**src/rtl/vlc_4b6b_rx_if.sv**
```systemverilog
// Bit-stream input and decoded-frame output bundle for the 4B6B receiver.
interface vlc_4b6b_rx_if;
  logic       bit_valid;
  logic       bit_in;
  logic [7:0] data_out;
  logic       data_valid;
  logic       frame_start;
  logic [7:0] frame_len;
  logic       frame_done;
  logic       sym_err;
  logic       busy;

  modport master (
    output bit_valid, bit_in,
    input  data_out, data_valid, frame_start, frame_len, frame_done, sym_err, busy
  );

  modport slave (
    input  bit_valid, bit_in,
    output data_out, data_valid, frame_start, frame_len, frame_done, sym_err, busy
  );
endinterface

```
**src/rtl/vlc_4b6b_rx.sv**
```systemverilog
// VLC 4B6B receive framer: SFD hunt, 6-bit symbol decode, nibble pairing,
// length-prefixed payload output with bit-gap timeout.
module vlc_4b6b_rx #(
  parameter int unsigned       SFD_W   = 12,
  parameter logic [SFD_W-1:0]  SFD     = 12'b111000111000,
  parameter int unsigned       TIMEOUT = 1024
) (
  input  logic               clk,
  input  logic               rst,
  vlc_4b6b_rx_if.slave       bus
);

  localparam int unsigned TW = (TIMEOUT > 1) ? $clog2(TIMEOUT) : 1;

  typedef enum logic [1:0] {HUNT, LEN, DATA} state_t;

  state_t           state_q, state_d;
  // Only the older bits are stored; the newest bit is bit_in itself.
  logic [SFD_W-2:0] sfd_q, sfd_d;
  logic [4:0]       sym_q, sym_d;
  logic [2:0]       bcnt_q, bcnt_d;
  logic             half_q, half_d;
  logic [3:0]       hi_q, hi_d;
  logic [7:0]       rem_q, rem_d;
  logic [TW-1:0]    tmo_q, tmo_d;
  logic [7:0]       dout_q, dout_d;
  logic [7:0]       len_q, len_d;
  logic             dv_q, dv_d, fs_q, fs_d, fd_q, fd_d, se_q, se_d;

  logic [SFD_W-1:0] sfd_full;
  logic [5:0]       sym_full;
  logic [4:0]       dec;
  logic [7:0]       pair_byte;

  // Returns {valid, nibble} for a received codeword.
  function automatic logic [4:0] decode(input logic [5:0] cw);
    case (cw)
      6'b001110: decode = 5'h10;
      6'b001101: decode = 5'h11;
      6'b010011: decode = 5'h12;
      6'b010110: decode = 5'h13;
      6'b010101: decode = 5'h14;
      6'b100011: decode = 5'h15;
      6'b100110: decode = 5'h16;
      6'b100101: decode = 5'h17;
      6'b011001: decode = 5'h18;
      6'b011010: decode = 5'h19;
      6'b011100: decode = 5'h1A;
      6'b110001: decode = 5'h1B;
      6'b110010: decode = 5'h1C;
      6'b101001: decode = 5'h1D;
      6'b101010: decode = 5'h1E;
      6'b101100: decode = 5'h1F;
      default:   decode = 5'h00;
    endcase
  endfunction

  // Next-state and next-output logic; every pulse is prepared here and
  // registered, so it appears one clock after the completing bit.
  always_comb begin
    state_d   = state_q;
    sfd_d     = sfd_q;
    sym_d     = sym_q;
    bcnt_d    = bcnt_q;
    half_d    = half_q;
    hi_d      = hi_q;
    rem_d     = rem_q;
    tmo_d     = tmo_q;
    dout_d    = dout_q;
    len_d     = len_q;
    dv_d      = 1'b0;
    fs_d      = 1'b0;
    fd_d      = 1'b0;
    se_d      = 1'b0;
    sfd_full  = {sfd_q, bus.bit_in};
    sym_full  = {sym_q, bus.bit_in};
    dec       = decode(sym_full);
    pair_byte = {hi_q, dec[3:0]};

    case (state_q)
      HUNT: begin
        tmo_d  = '0;
        bcnt_d = '0;
        half_d = 1'b0;
        if (bus.bit_valid) begin
          sfd_d = sfd_full[SFD_W-2:0];
          if (sfd_full == SFD) begin
            fs_d    = 1'b1;
            state_d = LEN;
          end
        end
      end
      LEN, DATA: begin
        if (bus.bit_valid) begin
          tmo_d = '0;
          sym_d = sym_full[4:0];
          if (bcnt_q == 3'd5) begin
            bcnt_d = '0;
            if (!dec[4]) begin
              se_d    = 1'b1;
              state_d = HUNT;
              sfd_d   = '0;
            end else if (!half_q) begin
              hi_d   = dec[3:0];
              half_d = 1'b1;
            end else begin
              half_d = 1'b0;
              if (state_q == LEN) begin
                len_d = pair_byte;
                if (pair_byte == 8'd0) begin
                  fd_d    = 1'b1;
                  state_d = HUNT;
                  sfd_d   = '0;
                end else begin
                  rem_d   = pair_byte;
                  state_d = DATA;
                end
              end else begin
                dout_d = pair_byte;
                dv_d   = 1'b1;
                rem_d  = rem_q - 8'd1;
                if (rem_q == 8'd1) begin
                  fd_d    = 1'b1;
                  state_d = HUNT;
                  sfd_d   = '0;
                end
              end
            end
          end else begin
            bcnt_d = bcnt_q + 3'd1;
          end
        end else if (tmo_q == TW'(TIMEOUT - 1)) begin
          se_d    = 1'b1;
          state_d = HUNT;
          sfd_d   = '0;
          tmo_d   = '0;
        end else begin
          tmo_d = tmo_q + 1'b1;
        end
      end
      default: begin
        state_d = HUNT;
        sfd_d   = '0;
      end
    endcase
  end

  // State and output registers with synchronous reset.
  always_ff @(posedge clk) begin
    if (rst) begin
      state_q <= HUNT;
      sfd_q   <= '0;
      sym_q   <= '0;
      bcnt_q  <= '0;
      half_q  <= 1'b0;
      hi_q    <= '0;
      rem_q   <= '0;
      tmo_q   <= '0;
      dout_q  <= '0;
      len_q   <= '0;
      dv_q    <= 1'b0;
      fs_q    <= 1'b0;
      fd_q    <= 1'b0;
      se_q    <= 1'b0;
    end else begin
      state_q <= state_d;
      sfd_q   <= sfd_d;
      sym_q   <= sym_d;
      bcnt_q  <= bcnt_d;
      half_q  <= half_d;
      hi_q    <= hi_d;
      rem_q   <= rem_d;
      tmo_q   <= tmo_d;
      dout_q  <= dout_d;
      len_q   <= len_d;
      dv_q    <= dv_d;
      fs_q    <= fs_d;
      fd_q    <= fd_d;
      se_q    <= se_d;
    end
  end

  assign bus.data_out    = dout_q;
  assign bus.data_valid  = dv_q;
  assign bus.frame_start = fs_q;
  assign bus.frame_len   = len_q;
  assign bus.frame_done  = fd_q;
  assign bus.sym_err     = se_q;
  assign bus.busy        = (state_q != HUNT);

endmodule

```
**src/flat_wrapper.sv**
```systemverilog
// flat-port wrapper written by rule: the top's interface ports become plain ports
module vlc_4b6b_rx_flat 
#(
  parameter int unsigned       SFD_W   = 12,
  parameter logic [SFD_W-1:0]  SFD     = 12'b111000111000,
  parameter int unsigned       TIMEOUT = 1024
)
  (clk, rst, bus_bit_valid, bus_bit_in, bus_data_out, bus_data_valid, bus_frame_start, bus_frame_len, bus_frame_done, bus_sym_err, bus_busy);
  vlc_4b6b_rx_if bus_i ();
  input  logic clk;
  input  logic rst;
  input wire logic [$bits(bus_i.bit_valid)-1:0] bus_bit_valid;
  input wire logic [$bits(bus_i.bit_in)-1:0] bus_bit_in;
  output wire logic [$bits(bus_i.data_out)-1:0] bus_data_out;
  output wire logic [$bits(bus_i.data_valid)-1:0] bus_data_valid;
  output wire logic [$bits(bus_i.frame_start)-1:0] bus_frame_start;
  output wire logic [$bits(bus_i.frame_len)-1:0] bus_frame_len;
  output wire logic [$bits(bus_i.frame_done)-1:0] bus_frame_done;
  output wire logic [$bits(bus_i.sym_err)-1:0] bus_sym_err;
  output wire logic [$bits(bus_i.busy)-1:0] bus_busy;
  assign bus_i.bit_valid = bus_bit_valid;
  assign bus_i.bit_in = bus_bit_in;
  assign bus_data_out = bus_i.data_out;
  assign bus_data_valid = bus_i.data_valid;
  assign bus_frame_start = bus_i.frame_start;
  assign bus_frame_len = bus_i.frame_len;
  assign bus_frame_done = bus_i.frame_done;
  assign bus_sym_err = bus_i.sym_err;
  assign bus_busy = bus_i.busy;
  vlc_4b6b_rx #(.SFD_W(SFD_W), .SFD(SFD), .TIMEOUT(TIMEOUT)) u_core (.clk(clk), .rst(rst), .bus(bus_i));
endmodule
```
**config.mk**
```make
export PLATFORM = sky130hd
export DESIGN_NAME = vlc_4b6b_rx_flat
export DESIGN_NICKNAME = d
export VERILOG_FILES = /design/src/rtl/vlc_4b6b_rx_if.sv /design/src/rtl/vlc_4b6b_rx.sv /design/src/flat_wrapper.sv
export SDC_FILE = /design/constraint.sdc
export NUM_CORES = 1
export LEC_CHECK = 0
export ABC_AREA = 1
export BUFFER_PORTS_ARGS = -buffer_cell sky130_fd_sc_hd__buf_2
export CAP_MARGIN = 10
export CORE_ASPECT_RATIO = 0.9
export CORE_UTILIZATION = 60
export CTS_BUF_LIST = sky130_fd_sc_hd__clkbuf_8
export DETAILED_ROUTE_END_ITERATION = 6
export PLACE_DENSITY = 0.79
export SETUP_SLACK_MARGIN = 0.3
export SYNTH_ARGS = -nofsm -noshare
export SYNTH_HDL_FRONTEND = slang
export SYNTH_SLANG_ARGS = --single-unit
```
**constraint.sdc**
```tcl
create_clock -name clk -period 3 [get_ports clk]
set_clock_uncertainty 0.1 [all_clocks]
set_input_delay 0.45 -clock clk [delete_from_list [all_inputs] [get_ports clk]]
set_output_delay 0.45 -clock clk [all_outputs]
set_load 0.05 [all_outputs]
```
### After elaboration in Yosys (flattened, before gate mapping)

Memories as Yosys holds them, arrays and structs flattened.
Index checks and enable logic that the tools add are counted.

* register bits after elaboration: 64
* memory bits (read-only): 320
* input bits: 4
* logic and storage cells: 102
* memories: 1

Memory list
* (name not given): depth 64, bits a word 5, rd ports 1, clocked after Yosys merged registers in 0, write ports 0, RTL line vlc_4b6b_rx.sv:37 `case (cw)`

* add/subtract/negate cells: 3
* eq/ne operators: 17
* muxes and demuxes: 43
* bitwise operators: 7
* reduce and logical (&&, ||, !) cells: 17

Operator list (count)
* $mux W11: 9
* $reduce_and A6 Y1: 5
* $pmux W11 S2: 1
* $mux W10: 2
* $mux W2: 10
* $pmux W10 S2: 1
* $mux W8: 2
* $mux W1: 13
* $eq A12 B12 Y1 const B: 1
* $add A10 B1 Y10 const B: 1
* $eq A10 B10 Y1 const B: 1
* $ne A5 B5 Y1 const B: 2
* $eq A8 B1 Y1 const B: 1
* $logic_not A8 Y1: 1
* $sub A8 B1 Y8 const B: 1
* $not A1 Y1: 7
* $mux W3: 2
* $ne A2 B1 Y1 const B: 3
* $ne A2 B2 Y1 const B: 3
* $ne A3 B2 Y1 const B: 2
* $pmux W3 S2: 1
* $reduce_or A6 Y1: 1
* $reduce_and A5 Y1: 1
* $ne A4 B3 Y1 const B: 1
* 12 further kinds: 15

### Logic depth before layout (Yosys ltp)

An unclocked memory read counts as a cell.

* depth after elaboration: 9
* gate-level depth with buffers: 15
* mapped depth without buffers: 15

### Worst setup path after synthesis

Ideal clock, no wire load.

* kind: in2reg
* start: input bus_bit_in
* end: register u_core.sfd_q[8]
* arrival: 1.919 ns
* slack: 0.866 ns
* stages: 15
* buffers on the path: 1
* cells stage by stage: inv_1 ha_1 nand2_1 nand2_1 nand2_1 nand2_1 nand2_2 nand2_2 nand4_1 nand2_1 nor2_4 buf_4 nand3_1 nand2_1 nor2_1

* word-level cells in the longest chain between the ends: 5
* elaborated cells between the ends (all ways): 10

Ends and longest elaborated chain
* from (decl): RTL line flat_wrapper.sv:13 `input wire logic [$bits(bus_i.bit_in)-1:0] bus_bit_in;`
* $mem_v2 Z64 W5 (*)
* parallel branches: the longest is 4 deep, another holds $logic_not A8 Y1
* to (signal assigned): RTL line vlc_4b6b_rx.sv:152 `sfd_q <= '0;`
* to (signal assigned): RTL line vlc_4b6b_rx.sv:167 `sfd_q <= sfd_d;`
* to (decl): RTL line vlc_4b6b_rx.sv:19 `logic [SFD_W-2:0] sfd_q, sfd_d;`

Every way passes the cells marked *. The select of a mux whose other input is x is not followed.
A chain may end at the register's enable or synchronous reset.

### Worst setup path in the final report

* start: register u_core.sym_q[0]
* end: register u_core.rem_q[4]

* word-level cells in the longest chain between the ends: 4

Ends and longest elaborated chain
* from (decl): RTL line vlc_4b6b_rx.sv:20 `logic [4:0] sym_q, sym_d;`
* from (signal assigned): RTL line vlc_4b6b_rx.sv:168 `sym_q <= sym_d;`
* $mem_v2 Z64 W5 (*)
* $logic_not A8 Y1: RTL line vlc_4b6b_rx.sv:110 `if (pair_byte == 8'd0) begin`
* $ne A2 B2 Y1 (no source line)
* $reduce_and A6 Y1 (no source line) (*)
* to (signal assigned): RTL line vlc_4b6b_rx.sv:172 `rem_q <= rem_d;`
* to (decl): RTL line vlc_4b6b_rx.sv:24 `logic [7:0] rem_q, rem_d;`

Every way passes the cells marked *; elsewhere a longest branch is shown, timed or not.

==> results.json <==
{
  "path_clk_slew_ps": 70,
  "final_layout_size_suffix_gt1_share_pct": 15.3,
  "num_vias": 3322,
  "final_nets": 555,
  "synth_edf_count": 0,
  "clockBufferDepth": 2,
  "vdd.ir_drop.worst_v": 0.000582,
  "ys_ff_latch": 64,
  "cts.sinks": 64,
  "cp.required_ps": 3140,
  "place_hpwl_um": 5110,
  "viasPerCell": 5.45,
  "hold_viol": 0,
  "die-area_um2": 6110,
  "detailedRoute.firstPassIterationCount": 5,
  "arrival_ps": 2740,
  "dieWidth_um": 82.3,
  "cts_tree": "yes",
  "avgSynthCellArea_um2": 6.77,
  "yosysSeqAreaShare_pct": 36.8,
  "cts_setup_buffers": 0,
  "n_fill_cell": 445,
  "async_reset_ff_share_pct": 0,
  "min_period_over_period_pct": 86.7,
  "ys_types": 36,
  "stdcell_area_um2": 3880,
  "ys_top_cells_by_area": "dfxtp_1 (37%), nand2_1 (13%), nor2_1 (8.4%)",
  "diodes": 0,
  "yosys_most_used_dff": "dfxtp_1",
  "grt_first_pass_wirelength_um": 12000,
  "synth_warnings": 0,
  "p_leak_nw": 1.80,
  "rsz0062_at_grt": "yes",
  "antenna_found_initial": 0,
  "maxCapViolCount": 0,
  "clk_latency_ps": 350,
  "worst-setup-path-type": "flop to flop",
  "gp_congestion": 0.867,
  "grt_pass1_vias": 2773,
  "period_minus_slack_ps": 2600,
  "outcome": "complete, no violations",
  "cts-root-buf": "clkbuf_8",
  "port_buffers": 24,
  "synth_top_area_share_pct": 36.8,
  "gr-usage-all-layers_pct": 25.9,
  "hold_path.class": "primary input to flop",
  "fmax_mhz": 384,
  "synth_nets": 531,
  "drtIter0Drc": 218,
  "area_growth_pct": 11.7,
  "ioPinCount": 25,
  "cts_buffers": 9,
  "cts_resized": 0,
  "syn_area_um2": 3480,
  "worst-path-max-fanout": 13,
  "drt_wl_total_um": 7570,
  "start_util_pct": 64.3,
  "die_h_um": 74.2,
  "grt_max_degree": 26,
  "cp_slowest_cell": "dfxtp_1",
  "worst_pin_slew_ps": 452,
  "final_max_slew_viol_count": 0,
  "setup_violations": 0,
  "wire_per_inst_um": 12.4,
  "syn_inst": 514,
  "cts_hold_repair.buffers": 0,
  "relSlewSlack_pct": 69.9,
  "multiInputGateArea_um2": 1900,
  "cpPeakStageDelay_ps": 410,
  "finalSetupTns_ps": 0,
  "regArea_um2": 1280,
  "path_common_cell": "nand2_1",
  "crit_chain": "inv_1, ha_1, nand2_1, nand2_1, nand2_1, nand2_1, nand2_2, nand2_2, nand4_2, nor2_4, nand2_2, o21ai_0, nor2_1",
  "dpl-instance-area_um2": 3600,
  "powerDensity_nw_per_um2": 823,
  "ant_nets": 0,
  "core_area_um2": 5410,
  "row_count": 25,
  "synth_top_cell_by_area": "dfxtp_1",
  "gr-total-overflow": 0,
  "cts-htree-levels": 3,
  "route.detailed.drc": 0,
  "cp-start-kind": "flop",
  "cp-end-kind": "flop"
}
==> area by class of cell <==
class	count	area share [%]
tap	67	2.16
sequential	64	33.0
multi-input combinational	384	49.0
timing repair buffer	32	4.64
clock buffer	10	3.54
inverter	47	4.67
clock inverter	6	2.96
==> sequential cells by signal, indices dropped and copies added (netlist names) <==
register,cells
u_core.sfd_q,11
u_core.tmo_q,10
u_core.bus.data_out,8
u_core.bus.frame_len,8
u_core.rem_q,8
u_core.sym_q,5
u_core.hi_q,4
u_core.bcnt_q,3
u_core.state_q,2
u_core.bus.data_valid,1
u_core.bus.frame_done,1
u_core.bus.frame_start,1
u_core.bus.sym_err,1
u_core.half_q,1
==> final timing paths <==
check                                       startpoint                endpoint  slack, ps  cells after the start
worst max-delay path                   u_core.sym_q[0]         u_core.rem_q[4]        400                     13
worst min-delay path                     bus_bit_valid  u_core.bus.frame_start        320                      3
worst max register to register         u_core.sym_q[0]         u_core.rem_q[4]        400                     13
worst min register to register  u_core.bus.data_out[6]  u_core.bus.data_out[6]        370                      2
==> layout by cell type (no fill, tap or decap), drive strengths merged, types with 3 or more instances in the layout <==
master / netlist / final
nand2: 134 / 134
nor2: 84 / 85
dfxtp: 64 / 64
inv: 47 / 48
a21oi: 47 / 47
nand3: 39 / 39
o21ai: 33 / 33
buf: 8 / 32
ha: 13 / 13
clkbuf: 12 / 10
nand4: 9 / 9
nor3: 6 / 6
or2: 4 / 4
xor2: 3 / 3
bufinv: 0 / 3
==> synth_stat cells, types with 4 or more instances <==
library cell	count
inv_1	42
nor2_2	4
nand3_1	39
a21oi_1	45
o21ai_0	33
or2_2	4
inv_2	4
buf_6	4
nand2_2	12
clkbuf_1	12
ha_1	13
nand2_1	120
nand4_1	8
dfxtp_1	64
nor3_1	4
nor2_1	78
==> per-layer routing <==
metal | part of all wire (%) | track usage (%)
met5 | 0 | 0
met4 | 1.5 | 9.94
met3 | 6.2 | 8.22
met2 | 45 | 41.0
met1 | 47 | 32.7
==> kinds of logic (layout without fill, tap and decap cells) <==
| group | count (synthesis) | after routing | synth area share, % |
|---|---|---|---|
| and+or+nand+nor | 277 | 278 | 35.2 |
| AOI/OAI and AO/OA | 89 | 89 | 13.7 |
| buffers and inverters | 67 | 95 | 8.60 |
| DFF | 64 | 64 | 36.8 |
| adders and majority gates | 13 | 13 | 4.68 |
| xor gates and xnor gates | 4 | 4 | 1.01 |
==> power by group <==
| part | leakage [nW] | internal [mW] | switching, mW |
|---|---|---|---|
| Combinational | 1.15 | 0.376 | 0.790 |
| Sequential | 0.518 | 0.965 | 0.135 |
| Clock | 0.123 | 0.578 | 0.351 |
==> metrics by stage <==
step	util, %	power, mW	hold slack (ps)	cells	worst slack, ps
global placement	66.6	2.25	346	590	430
global route	71.8	3.44	306	610	254
detailed placement	66.6	2.26	356	590	260
finish	71.8	3.20	318	610	398
CTS	71.2	3.20	303	606	417
floorplan	-	2.07	352	514	866
==> worst max-delay path, delay by kind of cell, from the launching register on <==
family                     cells  cell delay, ps
AOI/OAI and AO/OA              1             260
adders and majority gates      1             350
buffers and inverters          1             140
DFF                            1             410
and+or+nand+nor               10            1220
Power figures use the tool's default switching activity.
